<file path="config.mk">
export PLATFORM = sky130hd
export DESIGN_NAME = uart_fifo_dp
export DESIGN_NICKNAME = d
export VERILOG_FILES = /design/src/rtl/uart_fifo_dp.sv
export SDC_FILE = /design/constraint.sdc
export NUM_CORES = 1
export LEC_CHECK = 0
export ABC_CLOCK_PERIOD_IN_PS = 8850
export BUFFER_PORTS_ARGS = -buffer_cell sky130_fd_sc_hd__buf_2
export CORE_MARGIN = 2
export CORE_UTILIZATION = 40
export CTS_BUF_LIST = sky130_fd_sc_hd__clkbuf_4 sky130_fd_sc_hd__clkbuf_8
export CTS_CLUSTER_DIAMETER = 80
export DETAILED_ROUTE_END_ITERATION = 10
export GPL_TIMING_DRIVEN = 0
export HOLD_SLACK_MARGIN = 0.02
export SKIP_LAST_GASP = 1
export SLEW_MARGIN = 10
export SYNTH_ARGS = -nofsm -noshare
export SYNTH_HDL_FRONTEND = slang
export SYNTH_SLANG_ARGS = --single-unit
</file>
<file path="constraint.sdc">
create_clock -name clk -period 8.85 [get_ports clk]
set_input_delay 0.4425 -clock clk [delete_from_list [all_inputs] [get_ports clk]]
set_output_delay 0.4425 -clock clk [all_outputs]
set_load 0.02 [all_outputs]
</file>
<file path="src/rtl/uart_fifo_dp.sv">
// UART with TX/RX FIFOs behind a one-hot register bus, single clock domain.
// state | meaning (shared by TX and RX FSMs)
// IDLE  | line idle, waiting for data (TX) or a falling edge (RX)
// START | start bit: driven low (TX) / confirmed at half period (RX)
// DATA  | DATA_BITS data bits, LSB first
// STOP  | stop bit: driven high (TX) / checked at mid-bit (RX)
module uart_fifo_dp #(
  parameter int DATA_BITS  = 8,
  parameter int FIFO_DEPTH = 8,
  parameter int BAUD_W     = 20
) (
  input  logic        clk,
  input  logic        rst,
  input  logic        sel_tr,
  input  logic        sel_ctrl,
  input  logic        sel_baud,
  input  logic        sel_stat,
  input  logic        enable,
  input  logic        write,
  input  logic [31:0] data_out,
  input  logic        rx_in,
  output logic [31:0] data_in,
  output logic        tx_out,
  output logic        tx_en,
  output logic        irq
);
  localparam int AW = $clog2(FIFO_DEPTH);
  localparam int BW = $clog2(DATA_BITS);
  localparam logic [BW-1:0] LAST_BIT = BW'(DATA_BITS - 1);

  typedef enum logic [1:0] {IDLE, START, DATA, STOP} state_t;

  logic                 wr, rd;
  logic [3:0]           ctrl;
  logic [BAUD_W-1:0]    divisor;
  logic                 err_clr, frame_err, overrun, fe_set, ov_set;

  logic [DATA_BITS-1:0] tx_mem [FIFO_DEPTH];
  logic [AW:0]          tx_wp, tx_rp;
  logic                 tx_empty, tx_full, tx_push, tx_pop;

  logic [DATA_BITS-1:0] rx_mem [FIFO_DEPTH];
  logic [AW:0]          rx_wp, rx_rp;
  logic                 rx_empty, rx_full, rx_push, rx_pop;

  state_t               tx_state, tx_next;
  logic [BAUD_W-1:0]    tx_cnt;
  logic [BW-1:0]        tx_bit;
  logic [DATA_BITS-1:0] tx_sh;
  logic                 tx_tick, tx_go;

  state_t               rx_state, rx_next;
  logic [BAUD_W-1:0]    rx_cnt, half;
  logic [BAUD_W:0]      div_p1;
  logic [BW-1:0]        rx_bit;
  logic [DATA_BITS-1:0] rx_sh;
  logic                 rx_s1, rx_s2, rx_prev, rx_tick, rx_half;
  logic                 unused_bus;

  assign wr       = enable & write;
  assign rd       = enable & ~write;
  assign err_clr  = wr & sel_ctrl & data_out[4];
  assign div_p1   = {1'b0, divisor} + (BAUD_W + 1)'(1);
  assign half     = div_p1[BAUD_W:1];
  assign unused_bus = ^{data_out, div_p1[0]};

  always_ff @(posedge clk or posedge rst) begin
    if (rst) begin
      ctrl    <= '0;
      divisor <= '0;
    end else begin
      if (wr && sel_ctrl) ctrl <= data_out[3:0];
      if (wr && sel_baud) divisor <= data_out[BAUD_W-1:0];
    end
  end

  // Full/empty come from comparing the extra pointer MSB.
  assign tx_empty = (tx_wp == tx_rp);
  assign tx_full  = (tx_wp[AW] != tx_rp[AW]) && (tx_wp[AW-1:0] == tx_rp[AW-1:0]);
  assign rx_empty = (rx_wp == rx_rp);
  assign rx_full  = (rx_wp[AW] != rx_rp[AW]) && (rx_wp[AW-1:0] == rx_rp[AW-1:0]);
  assign tx_push  = wr & sel_tr & ~tx_full;
  assign rx_pop   = rd & sel_tr & ~rx_empty;

  always_ff @(posedge clk or posedge rst) begin
    if (rst) begin
      tx_wp <= '0;
      tx_rp <= '0;
      rx_wp <= '0;
      rx_rp <= '0;
      for (int i = 0; i < FIFO_DEPTH; i++) begin
        tx_mem[i] <= '0;
        rx_mem[i] <= '0;
      end
    end else begin
      if (tx_push) begin
        tx_mem[tx_wp[AW-1:0]] <= data_out[DATA_BITS-1:0];
        tx_wp <= tx_wp + (AW + 1)'(1);
      end
      if (tx_pop) tx_rp <= tx_rp + (AW + 1)'(1);
      if (rx_push) begin
        rx_mem[rx_wp[AW-1:0]] <= rx_sh;
        rx_wp <= rx_wp + (AW + 1)'(1);
      end
      if (rx_pop) rx_rp <= rx_rp + (AW + 1)'(1);
    end
  end

  assign tx_tick = (tx_cnt == '0);
  assign tx_go   = ctrl[0] & ~tx_empty;

  always_comb begin
    tx_next = tx_state;
    tx_pop  = 1'b0;
    case (tx_state)
      IDLE:  if (tx_go) begin
               tx_next = START;
               tx_pop  = 1'b1;
             end
      START: if (tx_tick) tx_next = DATA;
      DATA:  if (tx_tick && tx_bit == '0) tx_next = STOP;
      STOP:  if (tx_tick) begin
               if (tx_go) begin
                 tx_next = START;
                 tx_pop  = 1'b1;
               end else begin
                 tx_next = IDLE;
               end
             end
      default: tx_next = IDLE;
    endcase
  end

  // The bit timer reloads from divisor at every boundary, so new rates start cleanly.
  always_ff @(posedge clk or posedge rst) begin
    if (rst) begin
      tx_state <= IDLE;
      tx_cnt   <= '0;
      tx_bit   <= '0;
      tx_sh    <= '0;
    end else begin
      tx_state <= tx_next;
      if (tx_pop) begin
        tx_sh  <= tx_mem[tx_rp[AW-1:0]];
        tx_cnt <= divisor;
      end else if (tx_state != IDLE) begin
        if (tx_tick) begin
          tx_cnt <= divisor;
          if (tx_state == START) tx_bit <= LAST_BIT;
          if (tx_state == DATA) begin
            tx_sh  <= tx_sh >> 1;
            tx_bit <= tx_bit - BW'(1);
          end
        end else begin
          tx_cnt <= tx_cnt - BAUD_W'(1);
        end
      end
    end
  end

  assign tx_out = (tx_state == START) ? 1'b0 : (tx_state == DATA) ? tx_sh[0] : 1'b1;
  assign tx_en  = (tx_state != IDLE);

  always_ff @(posedge clk or posedge rst) begin
    if (rst) begin
      rx_s1   <= 1'b1;
      rx_s2   <= 1'b1;
      rx_prev <= 1'b1;
    end else begin
      rx_s1   <= rx_in;
      rx_s2   <= rx_s1;
      rx_prev <= rx_s2;
    end
  end

  assign rx_tick = (rx_cnt == '0);
  assign rx_half = (rx_cnt <= BAUD_W'(1));

  always_comb begin
    rx_next = rx_state;
    rx_push = 1'b0;
    fe_set  = 1'b0;
    ov_set  = 1'b0;
    case (rx_state)
      IDLE:  if (ctrl[1] && rx_prev && !rx_s2) rx_next = START;
      START: if (rx_half) rx_next = rx_s2 ? IDLE : DATA;
      DATA:  if (rx_tick && rx_bit == '0) rx_next = STOP;
      STOP:  if (rx_tick) begin
               rx_next = IDLE;
               if (!rx_s2)      fe_set  = 1'b1;
               else if (rx_full) ov_set  = 1'b1;
               else             rx_push = 1'b1;
             end
      default: rx_next = IDLE;
    endcase
  end

  always_ff @(posedge clk or posedge rst) begin
    if (rst) begin
      rx_state <= IDLE;
      rx_cnt   <= '0;
      rx_bit   <= '0;
      rx_sh    <= '0;
    end else begin
      rx_state <= rx_next;
      case (rx_state)
        IDLE:  rx_cnt <= half;
        START: if (rx_half) begin
                 rx_cnt <= divisor;
                 rx_bit <= LAST_BIT;
               end else begin
                 rx_cnt <= rx_cnt - BAUD_W'(1);
               end
        default: if (rx_tick) begin
                   rx_cnt <= divisor;
                   if (rx_state == DATA) begin
                     rx_sh  <= {rx_s2, rx_sh[DATA_BITS-1:1]};
                     rx_bit <= rx_bit - BW'(1);
                   end
                 end else begin
                   rx_cnt <= rx_cnt - BAUD_W'(1);
                 end
      endcase
    end
  end

  // A set in the same cycle as a clear wins.
  always_ff @(posedge clk or posedge rst) begin
    if (rst) begin
      frame_err <= 1'b0;
      overrun   <= 1'b0;
      irq       <= 1'b0;
    end else begin
      frame_err <= fe_set | (frame_err & ~err_clr);
      overrun   <= ov_set | (overrun & ~err_clr);
      irq       <= (ctrl[2] & ~rx_empty) | (ctrl[3] & tx_empty & ~tx_en) | overrun | frame_err;
    end
  end

  always_comb begin
    data_in = '0;
    if (rd) begin
      if (sel_tr) begin
        if (!rx_empty) data_in[DATA_BITS-1:0] = rx_mem[rx_rp[AW-1:0]];
      end else if (sel_ctrl) begin
        data_in[3:0] = ctrl;
      end else if (sel_baud) begin
        data_in[BAUD_W-1:0] = divisor;
      end else if (sel_stat) begin
        data_in[6:0] = {tx_en, frame_err, overrun, rx_empty, rx_full, tx_empty, tx_full};
      end
    end
  end

endmodule

</file>
# --- Word-level counts from Yosys, hierarchy flattened ---
# Index checks and enable logic that the tools add are counted.
classes:
  n_addsub: 9
  order_cmp: 7
  eq_ne: 20
  muxes: 65
  n_bitwise: 32
  n_reduce_logical: 31
op_table:
  columns: ["op", "n"]
  rows:
  - ["64-bit bitwise mux", 2]
  - ["20-bit 2-to-1 mux", 6]
  - ["8-bit 2-to-1 mux", 12]
  - ["8-bit binary-select mux with 3-bit select", 2]
  - ["8-bit demux with 3-bit select", 2]
  - ["20-bit zero test", 2]
  - ["20-bit one-hot mux with 2 select lines", 1]
  - ["20-bit by 1-bit subtractor with 20-bit output (second input constant)", 2]
  - ["20-bit by 1-bit adder with 21-bit output (second input constant)", 1]
  - ["20-bit by 1-bit less-or-equal comparator with 1-bit output (second input constant)", 1]
  - ["2-bit 2-to-1 mux", 9]
  - ["4-bit by 1-bit adder with 4-bit output (second input constant)", 4]
  - ["4-bit greater-or-equal comparator (second input constant)", 4]
  - ["1-bit 2-to-1 mux", 16]
  - ["16-bit 2-to-1 mux", 1]
  - ["2-bit != test (second input constant)", 8]
  - ["3-bit NOT with 4-bit output", 4]
  - ["2-bit one-hot mux with 4 select lines", 2]
  - ["4-bit AND reduction", 4]
  - ["3-bit 2-to-1 mux", 5]
  - ["1-bit AND", 14]
  - ["7-bit 2-to-1 mux", 2]
  - ["2-bit nonzero test", 7]
  - ["13-bit 2-to-1 mux", 1]
  - ["other kinds (19)", 52]
word_totals:
  regBits: 240
  in_bits: 41
  output_inout_bits: 35

# --- Logic depth before layout (Yosys ltp) ---
depth:
  depth_word: 8
  ltp_mapped: 10
  mapped_depth_nobuf: 8

# --- Worst setup path before layout ---
# OpenSTA, ideal clock, no wires.
synth_timing:
  path_kind: "register to register"
  startpoint: "reg tx_state[0]"
  endpoint: "reg tx_cnt[11]"
  setup_time_ns: 0.126
  arrival_time_ns: 2.436
  required_time_ns: 8.724
  path_slack_ns: 6.288
  stages_incl_launch_ff: 10
  cell_sequence: "dfrtp_1 -> inv_1 -> ha_1 -> clkbuf_1 -> clkinv_1 -> nor3_2 -> or2_2 -> clkbuf_1 -> o21ai_0 -> a221o_1"
synth_via:
  elab_cells_between_ends: 6
  classes_between: "1 x eq/ne; 2 x mux; 3 x reduce/logical"
synth_lines:
  columns: ["item", "line_no", "text"]
  rows:
  - ["start, declared", "46", "state_t tx_state, tx_next;"]
  - ["start signal, assigned", "142", "tx_state <= tx_next;"]
  - ["2-bit nonzero test", null, null]
  - ["net tx_en", "24", "output logic tx_en,"]
  - ["2-bit nonzero test (no line)", null, null]
  - ["end signal, assigned", "145", "tx_cnt <= divisor;"]
  - ["end signal, assigned", "148", "tx_cnt <= divisor;"]
  - ["end signal, assigned", "155", "tx_cnt <= tx_cnt - BAUD_W'(1);"]
  - ["end, declared", "47", "logic [BAUD_W-1:0] tx_cnt;"]
# The timed path passes the listed nets, and every way through them passes these cells.
# A chain may end at the register's enable or synchronous reset.

# --- Final worst setup path ---
layout_timing:
  startpoint: "reg rx_rp[0]"
  endpoint: "out data_in[4]"
layout_via:
  elab_chain_len: 7
  elab_cells_between_ends: 8
  classes_between: "1 x eq/ne; 6 x mux; 1 x bitwise"
layout_rtl:
  columns: ["item", "line_no", "text"]
  rows:
  - ["start, declared", "43", "logic [AW:0] rx_wp, rx_rp;"]
  - ["start signal, assigned", "105", "if (rx_pop) rx_rp <= rx_rp + (AW + 1)'(1);"]
  - ["3-bit NOT with 4-bit output (not written as such)", "244", "if (!rx_empty) data_in[DATA_BITS-1:0] = rx_mem[rx_rp[AW-1:0]];"]
  - ["8-bit binary-select mux with 3-bit select", "244", null]
  - ["8-bit 2-to-1 mux (not written as such) (2 in series)", "244", null]
  - ["8-bit 2-to-1 mux (*)", "244", null]
  - ["8-bit 2-to-1 mux (*)", "243", "if (sel_tr) begin"]
  - ["20-bit 2-to-1 mux (*)", "242", "if (rd) begin"]
  - ["end, declared", "22", "output logic [31:0] data_in,"]
# Mark *: on every way between the ends. The rest lies on a longest branch, timed or not. The select of a mux whose other input is x is not followed.

==> impl_metrics.tcl <==
set metrics [dict create \
    drc_errors 0 \
    grt.total_usage 0.186 \
    final_area_um2 14400 \
    clock.fmax_ghz 0.266 \
    setup_viol 0 \
    hold_viol_final 0 \
    relSlewSlack 0.309 \
    period_share 0.425 \
    p_int_uw 2650 \
    dp_hpwl_um 19800 \
    cts-htree-levels 2 \
    core_area_um2 30700 \
    synth_area_per_cell_um2 11.7 \
    viasPerCell 5.43 \
    p_switching_uw 1400 \
    antenna_found_initial 4 \
    multi_input_area_um2 6100 \
    clock_path_buffers 3 \
    p_clk_frac 0.293 \
    yosysWarningCount 0 \
    cts_tree "built" \
    place_ws_ns 5.65 \
    grt_overflow_total 0 \
    fin_crit_ns 3.76 \
    cts.clk_slew.worst_paths_ns 0.06 \
    die_w_um 181 \
    netlist_instances 1075 \
    first_iter_violations 467 \
    wl_per_cell_um 18.5 \
    report.final.slew_viol_count 0 \
    rows 64 \
    die-area_um2 32900 \
    p_seq_frac 0.402 \
    dp.cells 1529 \
    syn-cell-area_um2 12600 \
    crit_type "reg2out" \
    fin_cells 1614 \
    root_buffer "clkbuf_8" \
    grt_pass1_wl_um 48900 \
    worst_pin_slew_ns 1.03 \
    synth_edf_count 0 \
    ys_types 73 \
    hp-class "in2reg" \
    layout.nets 1243 \
    initial_utilization 0.409 \
    cts_sinks 240 \
    portBuffers 45 \
    cts_made_buffers 44 \
    seq_area_frac_synth 0.478 \
    via_count 8771 \
    grt_pass1_vias 8802 \
    dpl_cell_area_um2 13400 \
    worstRegToRegCells 8 \
    critPathRequiredTime_ns 8.41 \
    maxCapViolCount 0 \
    ir_drop_mv 0.112 \
    arrival_ns 3.32 \
    drive_gt1_frac 0.313 \
    p_leak_uw 0.00644 \
    fillers 2788 \
    comb_power_share 0.306 \
    io_pins 76 \
    seqCellArea_um2 6010 \
    grt_start_max_net_pins 83 \
    power_density_nw_per_um2 281 \
    ant_nets 0 \
    critPathLaunchType "flip-flop" \
    dieHeight_um 181 \
    status "finished clean" \
    place_congestion 0.811 \
    syn_to_final_growth_pct 14.8 \
    cts_setup_buffers 0 \
    synth_ff_type "dfrtp_1" \
    cp_max_fo 10 \
    final.setup_skew_ns 0.0272 \
    holdPathStages 2 \
    clk_latency_ns 0.58 \
    ys_ff_latch 240 \
    dr.pass1.iters 4 \
    rsz0062_at_grt "false" \
    synth_area_leader_cell "dfrtp_1" \
    tns_ns 0 \
    endpoint_kind "output port" \
    synthTopCellsByArea "dfrtp_1 (47%), mux2_2 (14%), mux4_2 (5.7%), ha_1 (2.1%), o21ai_0 (1.9%)" \
    routed_wl_um 29800 \
    fin_util 0.469 \
    fin_ws_ns 5.09 \
    async_reset_ff_frac 1.00 \
    synth_top_area_share 0.472 \
    sw_frac_of_total 0.345 \
]
## logic make-up after synthesis
group                      Yosys count  share of synthesized area
AOI/OAI and AO/OA                  162                     0.0818
xor gates and xnor gates            48                     0.0334
adders and majority gates           21                     0.0209
buffers and inverters              114                     0.0403
DFF                                240                      0.478
muxes                              213                      0.220
other                                1                   0.000298
and+or+nand+nor                    276                      0.125
## registers in the layout (all words and copies together), names as in the netlist, 2 cells and up, named ones only
register,flops
rx_mem,64
rx_cnt,20
tx_wp,4
divisor,20
tx_cnt,20
tx_rp,4
rx_sh,8
tx_mem,64
tx_sh,8
tx_state,2
rx_wp,4
ctrl,4
rx_rp,4
tx_bit,3
rx_bit,3
## worst paths after layout
| path | startpoint | end | slack [ns] |
|---|---|---|---|
| max | rx_rp[0] | data_in[4] | 5.09 |
| min | data_out[16] | divisor[16] | 0.11 |
| max reg2reg | tx_rp[1] | tx_cnt[18] | 5.69 |
| min reg2reg | rx_s1 | rx_s2 | 0.36 |
| max in group asynchronous | rst | divisor[10] | 7.14 |
| min in group asynchronous | rst | tx_mem[43] | 0.50 |
## power by group through the flow
| stage | logic (µW) | clock network (µW) | registers (µW) |
|---|---|---|---|
| 2_1_floorplan | 972 | 0 | 1570 |
| 3_3_place_gp | 1220 | 0 | 1630 |
| 5_1_grt | 1380 | 1270 | 1670 |
| 4_1_cts | 1250 | 1220 | 1620 |
| 3_5_place_dp | 1240 | 0 | 1640 |
| 6_report | 1240 | 1190 | 1630 |
## stage by stage
| stage | hold slack, ns | total power, µW |
|---|---|---|
| finish | 0.112 | 4050 |
| detailed placement | 0.349 | 2880 |
| global placement | 0.347 | 2850 |
| global route | 0.0958 | 4320 |
| floorplan | 0.345 | 2540 |
| CTS | 0.0846 | 4090 |
## cells in the final DEF (no fill, tap or decap), types with 17 or more instances in the layout
| cell type | n |
|---|---|
| a21oi_1 | 34 |
| buf_2 | 57 |
| clkbuf_1 | 41 |
| clkbuf_8 | 56 |
| dfrtp_1 | 237 |
| ha_1 | 21 |
| inv_1 | 31 |
| mux2_2 | 157 |
| mux4_2 | 32 |
| nand2_1 | 54 |
| nand3_1 | 34 |
| nor2_1 | 46 |
| nor3_1 | 25 |
| nor4_1 | 17 |
| o21ai_0 | 47 |
| xnor2_1 | 26 |
| xor2_1 | 22 |
## routing by layer
layer | part of all wire | GRT usage | wire length [µm]
met3 | 0.050 | 0.0389 | 1490
met5 | 0.00081 | 0 | 24
met1 | 0.48 | 0.266 | 14300
met4 | 0.023 | 0.0550 | 684
met2 | 0.45 | 0.285 | 13400
## layout make-up
type | instances | share of cell area
multi-input combinational | 732 | 0.423
antenna | 2 | 0.000347
timing repair buffer | 49 | 0.0208
clock buffer | 71 | 0.0612
sequential | 240 | 0.416
tap | 396 | 0.0343
clock inverter | 10 | 0.00884
buffer | 81 | 0.0265
inverter | 33 | 0.00910
## worst max-delay path, cell delays in order, from the launching register on
cell and delay, ns:
dfrtp_1 0.35, buf_2 0.34, clkbuf_1 0.65, mux4_2 0.60, mux2i_1 0.32, nor2_1 0.08
a21oi_1 0.12, nor2_1 0.09, buf_2 0.19
## cell usage after synthesis, types with 6 or more instances
| cell | number |
|---|---|
| and3_1 | 9 |
| nand2_1 | 54 |
| xnor2_1 | 26 |
| nor3_1 | 25 |
| a22oi_1 | 9 |
| buf_4 | 13 |
| or4_1 | 6 |
| a211oi_1 | 12 |
| o211ai_1 | 9 |
| nor4_1 | 17 |
| mux2i_1 | 16 |
| mux2_2 | 157 |
| mux2_4 | 8 |
| inv_1 | 32 |
| buf_2 | 12 |
| nor2b_1 | 10 |
| o21ai_0 | 47 |
| or3_1 | 7 |
| nor2_1 | 46 |
| nand3_1 | 34 |
| and2_1 | 16 |
| a31oi_1 | 11 |
| buf_1 | 13 |
| clkbuf_1 | 41 |
| dfrtp_1 | 237 |
| o22ai_1 | 11 |
| nand4_1 | 10 |
| xor2_1 | 22 |
| mux4_2 | 32 |
| a22o_1 | 6 |
| ha_1 | 21 |
| a21oi_1 | 34 |
## repair_timing
item | CTS | global route
hold buffers | 2 | 0
resized for setup | 0 | 0
endpoints found under the hold margin | 82 | 0
(Power assumes the default switching activity.)
